`config.mk`:
```
export PLATFORM = sky130hd
export DESIGN_NAME = bus_rr_scheduler
export DESIGN_NICKNAME = d
export VERILOG_FILES = /design/src/rtl/bus_rr_scheduler.sv
export SDC_FILE = /design/constraint.sdc
export NUM_CORES = 1
export LEC_CHECK = 0
export CAP_MARGIN = 25
export CORE_UTILIZATION = 41
export DETAILED_ROUTE_END_ITERATION = 6
export PLACE_DENSITY = 0.86
export SLEW_MARGIN = 20
export SYNTH_ARGS = -nofsm -noshare
export SYNTH_HDL_FRONTEND = slang
export SYNTH_SLANG_ARGS = --single-unit
```
`constraint.sdc`:
```
create_clock -name clk -period 5.3 [get_ports clk]
set_clock_uncertainty 0.05 [all_clocks]
set_input_delay 1.06 -clock clk [delete_from_list [all_inputs] [get_ports clk]]
set_output_delay 1.06 -clock clk [all_outputs]
set_load 0.1 [all_outputs]
```
`src/rtl/bus_rr_scheduler.sv`:
```
// bus_rr_scheduler: round-robin packet mover between bus terminal FIFOs.
// Each transfer arbitrates (IDLE), reads the winner's FIFO head (POP), and
// delivers it to its destination terminal(s) (PUSH): one packet per 3 cycles.
// Optional feature macro: BUS_BCAST_EN. When defined, destination == broadcast
// goes to every terminal except the sender. When undefined, it is dropped.
// Strobe semantics: pop[i] is a one-cycle read strobe, meaning "head word of
// FIFO i is consumed this cycle". It is only raised while pndng[i] is high in
// that same cycle. push[i] is a one-cycle write strobe, meaning "D_push is
// valid for terminal i this cycle". There is no back-pressure on push.
module bus_rr_scheduler #(
  parameter int         drvrs     = 4,
  parameter int         pckg_sz   = 32,
  parameter logic [7:0] broadcast = {8{1'b1}}
) (
  input  logic                       clk,
  input  logic                       reset,
  input  logic [drvrs-1:0]           pndng,
  input  logic [drvrs*pckg_sz-1:0]   D_pop,
  output logic [drvrs-1:0]           pop,
  output logic [drvrs-1:0]           push,
  output logic [pckg_sz-1:0]         D_push,
  output logic [3:0]                 grant_id,
  output logic                       busy,
  output logic [15:0]                drop_cnt,
  output logic [1:0]                 o_dbg_state
);

  typedef enum logic [1:0] {
    S_IDLE = 2'd0,
    S_POP  = 2'd1,
    S_PUSH = 2'd2
  } state_t;

  localparam logic [3:0] LAST_ID = 4'(drvrs - 1);

  state_t               r_state;
  logic [3:0]           r_grant;
  logic [pckg_sz-1:0]   r_pkt;
  logic [drvrs-1:0]     r_push;
  logic                 r_drop;
  logic [15:0]          r_drop_cnt;

  logic                 w_any;
  logic [3:0]           w_sel;
  logic [pckg_sz-1:0]   w_head;
  logic                 w_pnd_g;
  logic [7:0]           w_dest;
  logic [drvrs-1:0]     w_push_vec;
  logic                 w_drop;
  logic [drvrs-1:0]     w_pop;

  // Round-robin pick: nearest requester after the last grant. k descends so
  // the smallest distance is the final assignment. grant+k < 2*drvrs always.
  always_comb begin
    w_any = 1'b0;
    w_sel = r_grant;
    for (int k = drvrs; k >= 1; k--) begin
      for (int i = 0; i < drvrs; i++) begin
        if (pndng[i] && ((int'(r_grant) + k == i) || (int'(r_grant) + k == i + drvrs))) begin
          w_any = 1'b1;
          w_sel = 4'(i);
        end
      end
    end
  end

  // Mux the granted terminal's FIFO head and its pending flag.
  always_comb begin
    w_head  = '0;
    w_pnd_g = 1'b0;
    for (int i = 0; i < drvrs; i++) begin
      if (r_grant == 4'(i)) begin
        w_head  = D_pop[i*pckg_sz +: pckg_sz];
        w_pnd_g = pndng[i];
      end
    end
  end

  assign w_dest = w_head[pckg_sz-1 -: 8];

  // Destination decode. A packet with an empty delivery set is a drop.
  // This covers self-addressed, out-of-range, and disabled broadcast.
  always_comb begin
    w_push_vec = '0;
    for (int i = 0; i < drvrs; i++) begin
      if (w_dest == 8'(i) && r_grant != 4'(i)) w_push_vec[i] = 1'b1;
    end
`ifdef BUS_BCAST_EN
    if (w_dest == broadcast) begin
      for (int i = 0; i < drvrs; i++) begin
        w_push_vec[i] = (r_grant != 4'(i));
      end
    end
`else
    if (w_dest == broadcast) w_push_vec = '0;
`endif
    w_drop = (w_push_vec == '0);
  end

  // Pop is combinational on the live pndng so a flag that fell after
  // arbitration suppresses the read.
  always_comb begin
    w_pop = '0;
    for (int i = 0; i < drvrs; i++) begin
      w_pop[i] = (r_state == S_POP) && w_pnd_g && (r_grant == 4'(i));
    end
  end

  // Transfer FSM: arbitrate, capture the head word, deliver or count a drop.
  always_ff @(posedge clk or negedge reset) begin
    if (!reset) begin
      r_state    <= S_IDLE;
      r_grant    <= LAST_ID;
      r_pkt      <= '0;
      r_push     <= '0;
      r_drop     <= 1'b0;
      r_drop_cnt <= '0;
    end else begin
      case (r_state)
        S_IDLE: begin
          r_push <= '0;
          if (w_any) begin
            r_grant <= w_sel;
            r_state <= S_POP;
          end
        end
        S_POP: begin
          if (w_pnd_g) begin
            r_pkt   <= w_head;
            r_push  <= w_push_vec;
            r_drop  <= w_drop;
            r_state <= S_PUSH;
          end else begin
            r_state <= S_IDLE;
          end
        end
        S_PUSH: begin
          r_push <= '0;
          r_drop <= 1'b0;
          if (r_drop && r_drop_cnt != 16'hFFFF) r_drop_cnt <= r_drop_cnt + 16'd1;
          r_state <= S_IDLE;
        end
        default: r_state <= S_IDLE;
      endcase
    end
  end

  assign pop         = w_pop;
  assign push        = r_push;
  assign D_push      = r_pkt;
  assign grant_id    = r_grant;
  assign busy        = (r_state != S_IDLE);
  assign drop_cnt    = r_drop_cnt;
  assign o_dbg_state = r_state;

endmodule

```
==> metrics <==
outcome finished clean; aggregate global routing overflow 0; gr usage total 23.8%; DIE AREA 8570 um^2; global-route wire length before repair 15400 um; count of antenna-violating nets left after detailed routing 0; worst IR drop on VDD 0.000593 V; top post-synthesis cells by count sky130_fd_sc_hd__dfrtp_1, sky130_fd_sc_hd__mux2_2, sky130_fd_sc_hd__mux4_2, sky130_fd_sc_hd__xor2_1; internal power of the cells 1.67 mW; post-synthesis register bit count 57; number of buffers inserted during clock tree synthesis 9; proportion of netlist area held by the largest area contributor 40.9%; core box area 7850 um^2; Final min period 4.21 ns; number of DRC markers after the initial detailed-route iteration 114; cell with the most instances after synthesis sky130_fd_sc_hd__dfrtp_1; total of warnings raised by yosys 0; Comb power frac 69.5%; Num Clock Sinks 57; Critical Path Start Type input port; CP max stage delay 0.57 ns; sequential-to-total area share from yosys stat 42.5%; die span in x 92.6 um; initial standard-cell utilization of the core 42.8%; later-pin clock latency in the skew report 0.32 ns; clock-pin transition on the worst setup and hold timing paths 0.06 ns; Final Total Pwr 3.68 mW; capturing element type of the critical path output port; fraction of final layout cells sized beyond drive strength 1 21.5%; fmax 238 MHz; Post-CTS Hold Fix Bufs 0; count of antenna diodes in the layout 0; number of global-route vias before repair 3053; H-tree lvl count 3; First-pass DRT Iterations 4; number of max-slew violations in the final report 0; net load switching power 2.01 mW; Reg power frac 19.8%; final estimated routing congestion in global placement 0.841; average cell area after synthesis 13.5 um^2; clock tree from TritonCTS yes; power share of the clock group 10.7%; final standard cell utilization of the core 70.8%; Post-route DRC 0; sum of routed wire length over all layers 9870 um; number of top-level pins 197; count of flip-flops with a built-in enable after synthesis 0; endpoint required time on the critical path 4.19 ns; clk buf depth 2; total via count in the routed design 2957; sum of negative setup slack 0 ns; number of buffer and inverter stages on the critical path 2; worst endpoint data arrival time 3.10 ns; HPWL after DPL 7830 um; Main synth FF type sky130_fd_sc_hd__dfrtp_1; # setup viols final 0; count of unique library cells instantiated by Yosys 47; Non-Filler Cell Area, Final 5560 um^2; std cell rows 32; grt peak-use layer met2; met3 routing resource usage after global routing 6.16%; maxcap violations 0; worst min-delay path category reg2reg; largest fanout on the critical path 15; met1 layer usage reported by global route 26.4%; synthesized area 3360 um^2; total of fill cells in the finished design 575; biggest area consumer among synthesized cells sky130_fd_sc_hd__dfrtp_1; crit path setup slack, layout 1.09 ns; Port Buffers 194; detailed-route wire length per cell 18.0 um; switching power share of the total 54.7%; proportion of synthesized flip-flops having asynchronous set or reset 100%; cell chain of the critical path clkdlybuf4s50_1, mux4_2, nand3b_1, nor3_1, buf_4; Final nets 576; leading cell types by total area after synthesis sky130_fd_sc_hd__dfrtp_1, sky130_fd_sc_hd__mux4_2, sky130_fd_sc_hd__mux2_2; Resize count post-CTS 0; number of buffers inserted to repair setup after CTS 0; met2 track utilization from global routing 44.1%; static power due to leakage 2.25 nW; fin crit share 79.4%; slew at the pin closest to its max-slew limit 1.02 ns; pre-CTS worst setup slack 1.08 ns; Max stage delay cell, worst path sky130_fd_sc_hd__clkdlybuf4s50_1; kind of cell with the highest combined delay on the critical path buffers and inverters; root buffer cell sky130_fd_sc_hd__clkbuf_8; worst slew slack as a fraction of its limit 32.0%; layout-stage area growth over the synthesis result 65.3%; Hold Vio Cnt, Final 0; Power per Cell Area 663 nW/um^2; count of mapped cells out of synthesis 249; Crit Path Category in2out; maximum number of pins on one net before global-route repair 58; post-detailed-route via-to-cell ratio 5.40; dpl cell area 5370 um^2; RSZ-0062 raised after global routing false; number of antenna violations at the first check in global routing 0; Die Y 92.6 um
==> logic make-up after synthesis <==
| group | Yosys count | share of synthesized area [%] |
|---|---|---|
| buffers and inverters | 27 | 3.57 |
| AO/OA/AOI/OAI | 25 | 5.43 |
| flip-flops | 57 | 42.5 |
| AND/OR/NAND/NOR | 53 | 9.12 |
| XOR/XNOR | 14 | 3.65 |
| other | 1 | 0.112 |
| adder cells (fa/ha/maj) | 1 | 0.372 |
| multiplexers | 71 | 35.2 |
==> worst reg2reg max path, delay by kind of cell, from the launching register on <==
family	cells	cell delay (ns)
AO/OA/AOI/OAI	1	0.12
multiplexers	1	0.64
AND/OR/NAND/NOR	2	1.11
buffers and inverters	1	0.60
flip-flops	1	0.55
==> cell usage in the layout, fill, tap and decap left out, types with 3 or more instances in the layout <==
master and instances:
sky130_fd_sc_hd__mux4_2 29, sky130_fd_sc_hd__nand3_1 4, sky130_fd_sc_hd__mux2_2 37, sky130_fd_sc_hd__nor2_1 8, sky130_fd_sc_hd__clkdlybuf4s50_1 189, sky130_fd_sc_hd__mux4_1 4
sky130_fd_sc_hd__or2_2 3, sky130_fd_sc_hd__nor3_1 7, sky130_fd_sc_hd__inv_1 8, sky130_fd_sc_hd__a21oi_1 4, sky130_fd_sc_hd__nand4_1 5, sky130_fd_sc_hd__buf_4 9
sky130_fd_sc_hd__a211oi_1 6, sky130_fd_sc_hd__o22ai_1 4, sky130_fd_sc_hd__clkbuf_1 3, sky130_fd_sc_hd__xor2_1 12, sky130_fd_sc_hd__dfrtp_1 55, sky130_fd_sc_hd__nand2_1 9
sky130_fd_sc_hd__clkbuf_8 10
==> area by class of cell <==
class	count	area [um^2]	share of cell area, %
timing repair buffer	199	1960	35.4
multi-input combinational	166	1820	32.7
sequential	57	1430	25.7
clock buffer	13	149	2.68
tap	102	128	2.30
clock inverter	3	40.0	0.721
inverter	8	30.0	0.540
==> power by group through the flow <==
| stage | Clock, mW | Combinational (mW) | Sequential [mW] |
|---|---|---|---|
| after floorplan | 0 | 0.863 | 1.83 |
| after global placement | 0 | 2.54 | 0.721 |
| after detailed placement | 0 | 2.58 | 0.735 |
| after CTS | 0.404 | 2.58 | 0.729 |
| after global routing | 0.431 | 2.66 | 0.748 |
| final | 0.396 | 2.56 | 0.728 |
==> sequential cells by signal, summed over array words and instances (netlist names) <==
| register | cells |
|---|---|
| D_push | 32 |
| grant_id | 2 |
| r_drop | 1 |
| drop_cnt | 16 |
| o_dbg_state | 2 |
| push | 4 |
==> layer usage <==
| metal | up-vias | part of all wire (%) |
|---|---|---|
| li1 | 1354 | - |
| met1 | 1455 | 36 |
| met2 | 142 | 55 |
| met3 | 6 | 7.6 |
| met4 | 0 | 0.71 |
| met5 | - | 0 |
==> per-stage QoR <==
stage	cells	hold WS, ns
after floorplan	250	0.411
after detailed placement	532	0.442
after global routing	548	0.473
after global placement	532	0.436
final	548	0.454
after CTS	548	0.457
==> path summary, 6_finish.rpt <==
| path | startpoint | end | slack [ns] | cells past startpoint |
|---|---|---|---|---|
| max | pndng[1] | pop[0] | 1.09 | 5 |
| min | D_push[3] | D_push[3] | 0.45 | 1 |
| max reg2reg | grant_id[0] | push[1] | 2.16 | 5 |
| min reg2reg | D_push[3] | D_push[3] | 0.45 | 1 |
| max in group asynchronous | reset | D_push[19] | 3.90 | 2 |
| min in group asynchronous | reset | drop_cnt[12] | 0.81 | 2 |
Note: power is estimated with default switching activity, not from simulation.
